<file path="config.mk">
export PLATFORM = sky130hd
export DESIGN_NAME = uart_rx_ctrl
export DESIGN_NICKNAME = d
export VERILOG_FILES = /design/src/rtl/uart_pkg.sv /design/src/rtl/uart_rx_sampler.sv /design/src/rtl/uart_rx_ctrl.sv
export SDC_FILE = /design/constraint.sdc
export NUM_CORES = 1
export LEC_CHECK = 0
export ABC_AREA = 1
export CAP_MARGIN = 20
export CORE_UTILIZATION = 50
export CTS_BUF_LIST = sky130_fd_sc_hd__clkbuf_2
export DETAILED_ROUTE_END_ITERATION = 8
export PLACE_DENSITY = 0.76
export SLEW_MARGIN = 40
export SYNTH_ARGS = -nofsm -noshare
export SYNTH_HDL_FRONTEND = slang
export SYNTH_SLANG_ARGS = --single-unit
</file>
<file path="constraint.sdc">
create_clock -name clk -period 1.69 [get_ports clk]
set_input_delay 0.338 -clock clk [delete_from_list [all_inputs] [get_ports clk]]
set_output_delay 0.338 -clock clk [all_outputs]
set_load 0.03 [all_outputs]
</file>
<file path="src/rtl/uart_pkg.sv">
// uart_pkg: shared RX state encoding, data width, parity-type constants and majority-vote helper
package uart_pkg;
  typedef enum logic [2:0] {IDLE, START, DATA, PARITY, STOP} rx_state_e;
  localparam int DATA_W = 8;
  localparam logic PAR_EVEN = 1'b0;
  localparam logic PAR_ODD = 1'b1;
  function automatic logic maj3(input logic a, input logic b, input logic c);
    return (a & b) | (a & c) | (b & c);
  endfunction
endpackage

</file>
<file path="src/rtl/uart_rx_sampler.sv">
// uart_rx_sampler: per-bit edge counter and 3-tap majority vote; in clk/rst/i_rx/i_run/i_start, out o_samp_bit/o_bit_end
module uart_rx_sampler
  import uart_pkg::*;
#(
  parameter int OVS = 8
) (
  input  logic clk,
  input  logic rst,
  input  logic i_rx,
  input  logic i_run,
  input  logic i_start,
  output logic o_samp_bit,
  output logic o_bit_end
);
  localparam int EW = $clog2(OVS);
  localparam logic [EW-1:0] LAST = EW'(OVS - 1);
  localparam logic [EW-1:0] MID = EW'(OVS / 2);
  logic [EW-1:0] r_edge;
  logic r_tap0, r_tap1, r_samp;
  assign o_bit_end = i_run && r_edge == LAST;
  assign o_samp_bit = r_samp;
  always_ff @(posedge clk or negedge rst)
    if (!rst) begin
      r_edge <= '0;
      r_tap0 <= 1'b0;
      r_tap1 <= 1'b0;
      r_samp <= 1'b0;
    end else begin
      r_edge <= i_start ? EW'(1) : (!i_run || o_bit_end) ? '0 : r_edge + 1'b1;
      if (r_edge == MID - 1'b1) r_tap0 <= i_rx;
      if (r_edge == MID) r_tap1 <= i_rx;
      if (r_edge == MID + 1'b1) r_samp <= maj3(r_tap0, r_tap1, i_rx);
    end
endmodule

</file>
<file path="src/rtl/uart_rx_ctrl.sv">
// uart_rx_ctrl: UART RX frame FSM/deserializer; in rx_in/par_en/par_type/parity_error, out samp_bit/p_data/par_chk_en/par_type_q/data_valid/par_err/stop_err/busy
module uart_rx_ctrl
  import uart_pkg::*;
#(
  parameter int OVS = 8
) (
  input  logic              clk,
  input  logic              rst,
  input  logic              rx_in,
  input  logic              par_en,
  input  logic              par_type,
  input  logic              parity_error,
  output logic              samp_bit,
  output logic [DATA_W-1:0] p_data,
  output logic              par_chk_en,
  output logic              par_type_q,
  output logic              data_valid,
  output logic              par_err,
  output logic              stop_err,
  output logic              busy
);
  localparam int BW = $clog2(DATA_W);
  rx_state_e r_state, w_next;
  logic [BW-1:0] r_bit_cnt;
  logic [DATA_W-1:0] r_data;
  logic r_par_en, r_par_type, r_dv, r_par_err, r_stop_err;
  logic w_start, w_run, w_bit_end, w_samp;
  assign w_start = r_state == IDLE && !rx_in;
  assign w_run = r_state != IDLE;
  assign samp_bit = w_samp;
  assign p_data = r_data;
  assign par_chk_en = r_state == PARITY && w_bit_end;
  assign par_type_q = r_par_type;
  assign data_valid = r_dv;
  assign par_err = r_par_err;
  assign stop_err = r_stop_err;
  assign busy = w_run;
  uart_rx_sampler #(.OVS(OVS)) u_sampler (
    .clk       (clk),
    .rst       (rst),
    .i_rx      (rx_in),
    .i_run     (w_run),
    .i_start   (w_start),
    .o_samp_bit(w_samp),
    .o_bit_end (w_bit_end)
  );
  always_ff @(posedge clk or negedge rst)
    if (!rst) r_state <= IDLE;
    else r_state <= w_next;
  always_comb begin
    w_next = r_state;
    case (r_state)
      IDLE:    w_next = w_start ? START : IDLE;
      START:   w_next = !w_bit_end ? START : w_samp ? IDLE : DATA;
      DATA:    w_next = !(w_bit_end && r_bit_cnt == BW'(DATA_W - 1)) ? DATA : r_par_en ? PARITY : STOP;
      PARITY:  w_next = w_bit_end ? STOP : PARITY;
      STOP:    w_next = w_bit_end ? IDLE : STOP;
      default: w_next = IDLE;
    endcase
  end
  always_ff @(posedge clk or negedge rst)
    if (!rst) begin
      r_bit_cnt  <= '0;
      r_data     <= '0;
      r_par_en   <= 1'b0;
      r_par_type <= 1'b0;
      r_dv       <= 1'b0;
      r_par_err  <= 1'b0;
      r_stop_err <= 1'b0;
    end else begin
      r_dv <= r_state == STOP && w_bit_end && w_samp && !r_par_err;
      if (w_start) begin
        r_par_en   <= par_en;
        r_par_type <= par_type;
        r_par_err  <= 1'b0;
        r_stop_err <= 1'b0;
      end
      if (r_state == START && w_bit_end) r_bit_cnt <= '0;
      if (r_state == DATA && w_bit_end) begin
        r_data    <= {w_samp, r_data[DATA_W-1:1]};
        r_bit_cnt <= r_bit_cnt + 1'b1;
      end
      if (par_chk_en) r_par_err <= parity_error;
      if (r_state == STOP && w_bit_end) r_stop_err <= !w_samp;
    end
endmodule

</file>
==> run metrics, run 1 <==
WS Path Type flip-flop to output port; largest family of logic cells by synthesized area simple AND/OR/NAND/NOR gates; antenna cells 0; Max clock buf depth 2; sequential share of power 46.7%; Seq/Total Area, Yosys 52.8%; total grt overflow 0; status finished with violations; HPWL Detailed 1.62 mm; Synth Instances 132; xor/xnor share of the synthesized area 0%; skew final 15.8 ps; H-Tree Depth 1; Final Max Tran Viols 0; setup TNS -115 ps; relative slew slack 68.9%; number of global-route vias before repair 946; WL final 2.46 mm; Setup crit end kind output port; Int Pwr 1.07 mW; CP startpoint kind flip-flop; Warnings, synthesis 0; failing checks setup timing; CTS tree yes; worst-path cell chain ha_4 > ha_4 > nand4_1 > inv_2 > buf_6; Vias/cell 5.23; worst skew pair latency 340 ps; die area 0.00257 mm2; synthesized net count 145; GRT Util Overall 21.9%; adder-cell share of the synthesized area 7.39%; initial DRC count 27; Starting Density 53.1%; Tmin final 1800 ps; Core Region 0.00223 mm2; detailed-route via count 993; Most common cell on crit path ha_4; footprint of the multi-input gates 484 um2; max-cap check violation count 0; post-route ant nets 0; Placement Setup Slack 4.99 ps; Rows 17; Achievable Freq 0.554 GHz; total CTS buffers 3; worst-margin pin slew 466 ps; mux share of post-synthesis cell area 0%; worst endpoint required time 1350 ps; P_sw 748 uW; final worst slack -115 ps; global-route wire length before repair 4.10 mm; fin nets 176; port bufs 20; Netlist cell types 18; number of I/O pins 21; VDD IR max 0.878 mV; Synth Register Bits 25; CP max-delay cell dfrtp_1; Clock power frac 12.6%; Hold Fails Final Rpt 0; Synth Cell Area 0.00118 mm2; Compound-Gate Fraction of Synth Area 4.33%; layout cells sized above 1 14.8%; Setup Viol. Count Final 1; syn avg cell area 8.98 um2; Post-Layout Cell Count 190; root buffer cell clkbuf_2; clock slew at reported path FFs 240 ps; final cycle utilization of the critical path 107%; drt pass-1 iters 4; pwr/cell area 1220 mW/mm2; Leakage Power 0.842 nW; RSZ-0062 raised after global routing yes; RePlAce Congestion 0.795; Largest stage delay, worst path 450 ps; initial antenna violation count 0; largest net degree at the start of global routing 26; Layout area overhead 25.2%; Logic pwr share 40.7%; DRC 0; clk sinks 25; Synth Area in Simple Gates 27.0%; critical path arrival 1470 ps; register area 626 um2; FILL cells 188; Routed WL per cell 12.9 um; crit-path max FO 3; Die Y-Extent 50.7 um; sw frac 41.2%; placed insts 180; Die Wd 50.7 um; Post-CTS Hold Buffers 0; Min-Delay Path Class input pin to async pin
[synth_stat cells]
cell       n  share of area [%]
buf_6      3                2.9
nand4_1    5                2.6
nor2_4     1               0.95
nor3_1     1               0.42
a21oi_1    2               0.84
nor2_1     5                1.6
buf_2      2               0.84
dfrtp_1   25                 53
nor2_2     1               0.53
o21ai_0    7                3.0
inv_1     14                4.4
nand2_1   33                 10
nand3b_1   1               0.63
a31oi_1    1               0.53
inv_2      1               0.32
nand3_1   22                9.3
ha_1       7                7.4
nand2_2    1               0.53
[through the flow]
| step | power, mW | utilization [%] | hold WS (ps) | cell area (um2) |
|---|---|---|---|---|
| 3_5_place_dp | 1.54 | 63.2 | 459 | 1410 |
| 5_1_grt | 1.94 | 66.4 | 310 | 1480 |
| 2_1_floorplan | 1.32 | - | 42.4 | 1180 |
| 3_3_place_gp | 1.51 | 63.2 | 470 | 1410 |
| 4_1_cts | 1.79 | 65.3 | 315 | 1460 |
| 6_report | 1.81 | 66.4 | 316 | 1480 |
[power groups by stage]
| stage | logic [mW] | clock network, mW | registers, mW |
|---|---|---|---|
| 2_1_floorplan | 0.412 | 0 | 0.904 |
| 3_3_place_gp | 0.669 | 0 | 0.843 |
| 3_5_place_dp | 0.693 | 0 | 0.848 |
| 4_1_cts | 0.711 | 0.240 | 0.836 |
| 5_1_grt | 0.816 | 0.258 | 0.866 |
| 6_report | 0.738 | 0.228 | 0.848 |
[placed cells by master, fill, tap and decap left out, types with 5 or more instances in the layout]
master	count
nand2_1	33
dfrtp_1	25
o21ai_0	7
clkdlybuf4s50_1	5
buf_4	11
nand3_1	22
ha_1	5
dlygate4sd2_1	13
nor2_1	5
nand4_1	5
inv_1	13
[path summary, 6_finish.rpt]
path,end,slack [ps],from,depth (start not counted)
setup / recovery,par_chk_en,-110,u_sampler.r_edge[0],5
hold / removal,r_par_en,320,rst,2
setup reg to reg,r_state[0],190,u_sampler.r_edge[0],8
hold reg to reg,data_valid,490,par_err,1
max in group asynchronous,p_data[0],1120,rst,2
min in group clk,data_valid,490,par_err,1
[per-layer routing]
| layer | part of all wire (%) | up-vias | routed length, um | GRT usage (%) |
|---|---|---|---|---|
| met1 | 47 | 476 | 1150 | 28.0 |
| met3 | 4.0 | 2 | 98 | 3.94 |
| li1 | - | 487 | - | - |
| met4 | 0.61 | 0 | 15 | 9.26 |
| met2 | 49 | 28 | 1190 | 36.2 |
| met5 | 0 | - | 0 | 0 |
[state kept, by name, indices dropped and copies added (netlist names)]
| register | count |
|---|---|
| r_par_en | 1 |
| u_sampler.r_tap1 | 1 |
| u_sampler.o_samp_bit | 1 |
| par_err | 1 |
| r_bit_cnt | 3 |
| u_sampler.r_edge | 3 |
| p_data | 8 |
| par_type_q | 1 |
| r_state | 3 |
| u_sampler.r_tap0 | 1 |
| data_valid | 1 |
| stop_err | 1 |
[area by class of cell]
cell class	count	share of cell area (%)
Inverter	15	3.79
Timing Repair Buffer	31	17.7
Clock inverter	1	0.337
Sequential cell	25	42.2
Multi-Input combinational cell	87	32.6
Clock buffer	3	1.01
Tap cell	28	2.36
[worst max-delay path: cells and delay by family (launching register included)]
family	cells	cell delay, ps
flops	1	450
fa+ha+maj	2	290
buf+inv	2	240
simple gates	1	150
[logic make-up (layout without fill, tap and decap cells)]
group / count (synthesis) / count (layout)
AO/OA/AOI/OAI: 10 / 10
adder cells (fa/ha/maj): 7 / 7
flip-flops: 25 / 25
AND/OR/NAND/NOR: 70 / 70
buffers and inverters: 20 / 50
[what timing repair did]
action                     CTS  global route
buffers inserted             3             3
gates cloned                 0             0
pin swaps                    2             2
setup endpoints to repair   16            13
resized for setup           20             4
Power figures use the tool's default switching activity.
==> inputs of run 2 (changes only) <==
Settings changed: ABC_AREA 1 to 0, REMOVE_ABC_BUFFERS set to 1.
==> run 2 against run 1 <==
Count of clock-buffer cells in the layout up 1; sequential power up 8.1%; the flow still finishes with violations (setup timing); core utilization up 6.9 points; largest power group is now combinational cells; non-clock buffer count up 7; critical path depth down 1; clock power about the same; critical endpoint unchanged; worst hold slack better by 5.9 ps; via count down 5.4%.
==> run metrics, run 2 <==
status finished with violations (unchanged); failing checks setup timing (unchanged); placed insts 155 (was 180); port bufs 20 (unchanged); Netlist cell types 32 (was 18); syn avg cell area 11.8 um2 (was 8.98 um2); Vias/cell 5.59 (was 5.23); antenna cells 0 (unchanged); CTS tree yes (unchanged); die area 0.00260 mm2 (was 0.00257 mm2); critical path arrival 1520 ps (was 1470 ps); max-cap check violation count 0 (unchanged); Seq/Total Area, Yosys 52.2% (was 52.8%); relative slew slack 78.8% (was 68.9%); H-Tree Depth 1 (unchanged); most frequent cells in the layout 25 x dfrtp_1, 14 x buf_4, 13 x dlygate4sd2_1 (was 33 x nand2_1, 25 x dfrtp_1, 22 x nand3_1); root buffer cell clkbuf_2 (unchanged); P_sw 977 uW (was 748 uW); largest net degree at the start of global routing 26 (unchanged); Logic pwr share 52.2% (was 40.7%); ys async rst share 100% (unchanged); footprint of the multi-input gates 596 um2 (was 484 um2); Max clock buf depth 2 (unchanged); RePlAce Congestion 0.869 (was 0.795); Synth Register Bits 25 (unchanged); layout cells sized above 1 32.9% (was 14.8%); initial antenna violation count 0 (unchanged); worst-margin pin slew 318 ps (was 466 ps); Setup crit end kind output port (unchanged); clock slew at reported path FFs 210 ps (was 240 ps); Yosys top cell area share 52.2% (was 52.8%); worst endpoint required time 1350 ps (about the same); Placed Area 0.00147 mm2 (was 0.00141 mm2); prevailing post-synth register cell dfrtp_1 (unchanged); post-route ant nets 0 (unchanged); EDFF count, synth 0 (unchanged); Synth Cell Area 0.00120 mm2 (was 0.00118 mm2); WS Path Type flip-flop to output port (unchanged); total CTS buffers 3 (unchanged); Tmin final 1860 ps (was 1800 ps); final instance area 0.00164 mm2 (was 0.00148 mm2); Post-Layout Cell Count 168 (was 190); max reg flops 8 (unchanged); clk sinks 25 (unchanged); VDD IR max 1.28 mV (was 0.878 mV); final worst slack -172 ps (was -115 ps); sequential share of power 38.2% (was 46.7%); FILL cells 156 (was 188); worst skew pair latency 340 ps (about the same); most numerous cell in the Yosys netlist dfrtp_1 (was nand2_1); Leakage Power 0.802 nW (was 0.842 nW); Synth Instances 102 (was 132); Core Region 0.00223 mm2 (unchanged); Int Pwr 1.42 mW (was 1.07 mW); GRT Util Overall 21.0% (was 21.9%); Routed WL per cell 15.5 um (was 12.9 um); total chip power 2.40 mW (was 1.81 mW); Synth area leader dfrtp_1 (unchanged); detailed-route via count 939 (was 993); Achievable Freq 0.537 GHz (was 0.554 GHz); Clock power frac 9.6% (was 12.6%); top cells by count, synth 25 x dfrtp_1, 10 x mux2_2, 9 x nand2_1, 9 x o21ai_0, 7 x ha_1 (was 33 x nand2_1, 25 x dfrtp_1, 22 x nand3_1); crit-path max FO 2 (was 3); fin nets 154 (was 176); number of I/O pins 21 (unchanged); CP startpoint kind flip-flop (unchanged); drt pass-1 iters 4 (unchanged); sw frac 40.7% (was 41.2%); total grt overflow 0 (unchanged); Final Max Tran Viols 0 (unchanged); WL final 2.60 mm (was 2.46 mm); initial DRC count 31 (was 27); RSZ-0062 raised after global routing yes (unchanged); Rows 17 (unchanged); register area 626 um2 (unchanged); global-route wire length before repair 3.96 mm (was 4.10 mm); final cycle utilization of the critical path 110% (was 107%); Die Wd 51.0 um (was 50.7 um); Die Y-Extent 51.0 um (was 50.7 um); HPWL Detailed 1.64 mm (was 1.62 mm); pwr/cell area 1460 mW/mm2 (was 1220 mW/mm2); most common cell after layout, fill and taps aside dfrtp_1 (was nand2_1); number of global-route vias before repair 891 (was 946); top cells by area, synth dfrtp_1 52%, mux2_2 9.4%, ha_1 7.3%, o21ai_0 3.8%, nand2_1 2.8% (was dfrtp_1 53%, nand2_1 10%, nand3_1 9.3%, ha_1 7.4%, inv_1 4.4%); Warnings, synthesis 0 (unchanged); DRC 0 (unchanged); Layout area overhead 36.7% (was 25.2%); Min-Delay Path Class input pin to async pin (unchanged); Starting Density 53.7% (was 53.1%); Setup Viol. Count Final 10 (was 1); skew final 0.812 ps (was 15.8 ps); Hold Fails Final Rpt 0 (unchanged)
==> run 2: changes by cell type after synthesis, moves of 3 or more <==
cell / previous run / this run
a22o_1: 0 / 3
nand3_1: 22 / 0
a21oi_1: 2 / 5
inv_1: 14 / 6
nand2_1: 33 / 9
mux2_2: 0 / 10
nand4_1: 5 / 1
==> run 2: path summary, 6_finish.rpt <==
kind | startpoint | endpoint | slack, ps | cells after the start
setup / recovery | u_sampler.r_edge[0] | par_chk_en | -170 | 4
hold / removal | rst | u_sampler.r_tap1 | 320 | 2
setup reg to reg | u_sampler.r_edge[0] | stop_err | -40 | 8
hold reg to reg | par_err | data_valid | 490 | 1
max in group asynchronous | rst | par_type_q | 1130 | 2
min in group clk | par_err | data_valid | 490 | 1
==> run 2: layout make-up <==
type / instances / area share (%)
clock buffers: 4 / 1.22
repair buffers: 38 / 20.5
well taps: 28 / 2.14
multi-input cells: 66 / 36.3
inverters: 7 / 1.60
flip-flops and latches: 25 / 38.2
==> run 2: power by group through the flow <==
stage	Combinational, mW	Clock, mW	Sequential [mW]
global route	1.36	0.258	0.938
finish	1.25	0.231	0.917
global placement	1.09	0	0.899
CTS	1.13	0.239	0.896
detailed placement	1.11	0	0.907
floorplan	0.490	0	1.10
==> run 2: timing repair <==
| item | CTS | global route |
|---|---|---|
| setup endpoints to repair | 25 | 15 |
| setup buffers | 5 | 4 |
| resized for setup | 24 | 22 |
| pin swaps | 3 | 7 |
| hold buffers | 0 | 0 |
==> run 2: per-stage QoR <==
stage | worst slack (ps) | utilization, % | hold WS (ps) | TNS, ps
after floorplan | -49.4 | - | 42.4 | -395
after global placement | 19.0 | 65.8 | 462 | 0
after detailed placement | -39.1 | 65.8 | 467 | -254
after CTS | -156 | 69.5 | 317 | -342
after global routing | -237 | 73.4 | 324 | -1320
final | -172 | 73.4 | 322 | -402
==> run 2: critical path, stage by stage (launching register included) <==
cell	delay, ps
dfrtp_1	440
ha_2	210
ha_4	160
and4b_2	230
buf_6	140
==> run 2: layer usage <==
metal | vias to the layer above | GRT usage (%) | part of all wire (%)
li1 | 442 | - | -
met1 | 459 | 25.8 | 43
met2 | 33 | 35.7 | 51
met3 | 5 | 3.57 | 4.9
met4 | 0 | 9.72 | 1.6
met5 | - | 0 | 0
==> run 2: cells by family (layout without fill, tap and decap cells) <==
| family | count (synthesis) | in the layout | share of synthesized area (%) |
|---|---|---|---|
| DFF | 25 | 25 | 52.2 |
| AOI/OAI and AO/OA | 24 | 24 | 12.7 |
| and+or+nand+nor | 24 | 24 | 12.9 |
| muxes | 11 | 11 | 10.2 |
| buffers and inverters | 11 | 49 | 4.59 |
| adders and majority gates | 7 | 7 | 7.31 |
==> patch: new RTL, config.mk and constraints of run 2 <==
Encoding of `rx_state_e`: now one-hot (5 bits for 5 states).
--- a/src/rtl/uart_pkg.sv
+++ b/src/rtl/uart_pkg.sv
@@ -1,6 +1,6 @@
 // uart_pkg: shared RX state encoding, data width, parity-type constants and majority-vote helper
 package uart_pkg;
-  typedef enum logic [2:0] {IDLE, START, DATA, PARITY, STOP} rx_state_e;
+  typedef enum logic [4:0] {IDLE = 5'b00001, START = 5'b00010, DATA = 5'b00100, PARITY = 5'b01000, STOP = 5'b10000} rx_state_e;
   localparam int DATA_W = 8;
   localparam logic PAR_EVEN = 1'b0;
   localparam logic PAR_ODD = 1'b1;
Function: same outputs for any inputs over 10 cycles, from zero or initial values and one cycle with rst low; not proved beyond that.
==> patch against run 2 <==
The flow still finishes with violations (negative setup slack). Critical path type is now reg -> reg. Worst setup slack lost 0.033 ns. Combinational power shrank 32%. Wire length grew 17%. Critical endpoint is now r_bit_cnt[0]$_DFFE_PN0P_. Power shrank 18%. Area after synthesis grew 7.3%. Critical path depth grew 4. Via count grew 20%. Sequential cell count grew 2. Final area grew 15%.
==> patch: results <==
set metrics [dict create \
    status "finished with violations" \
    failed_checks "negative setup slack" \
    num-nonclk-buffers 53 \
    clk_share_pct 1.07 \
    stdcell_count 207 \
    gp_congestion 0.859 \
    vdd_ir_drop_max_mv 0.910 \
    path_max_fanout 5 \
    multiInputCombCellCount 88 \
    grt_pass1_wl_um 4440 \
    p_leak_nw 0.975 \
    fillers 164 \
    nNonClkInverters 5 \
    cp_slowest_stage_delay_ns 0.47 \
    grt_pass1_vias 964 \
    nNetsFinal 191 \
    synthTopCellsByArea "dfrtp_1 (51%), nand2_1 (9.9%), ha_1 (6.8%)" \
    setup_ws_ns -0.205 \
    wl_met3_um 159 \
    pwr_density_cell_nw_per_um2 1050 \
    multi_input_area_share_pct 35.7 \
    grt_util_met1_pct 31.3 \
    place_ws_ns -0.0816 \
    drt_iter0_markers 15 \
    grt_max_degree 28 \
    grtUsageMet3_pct 3.19 \
    use_met2_pct 35.0 \
    arrival_ns 2.16 \
    seq_cell_count 27 \
    power_frac_comb_pct 43.2 \
    setup-violations-final 16 \
    track_usage_pct 22.1 \
]
-- patch: cell families (layout without fill, tap and decap cells) --
family                     after synthesis  after routing  synth area share [%]
and+or+nand+nor                         60             60                  23.3
DFF                                     27             27                  52.6
AOI/OAI and AO/OA                       15             15                  8.17
buffers and inverters                   10             62                  3.70
adders and majority gates                7              7                  6.81
muxes                                    5              5                  4.67
xor gates and xnor gates                 1              1                 0.681
-- patch: worst paths after layout --
path	slack, ns	cells after the start	start	to
worst max-delay path	-0.20	8	u_sampler.r_edge[1]$_DFF_PN0_	r_bit_cnt[0]$_DFFE_PN0P_
worst min-delay path	0.32	2	rst	p_data[3]$_DFFE_PN0P_
worst max register to register	-0.20	8	u_sampler.r_edge[1]$_DFF_PN0_	r_bit_cnt[0]$_DFFE_PN0P_
worst min register to register	0.47	1	par_err$_DFFE_PN0P_	data_valid$_DFF_PN0_
max in group asynchronous	1.07	2	rst	r_state[0]$_DFF_PN1_
min in group clk	0.47	1	par_err$_DFFE_PN0P_	data_valid$_DFF_PN0_
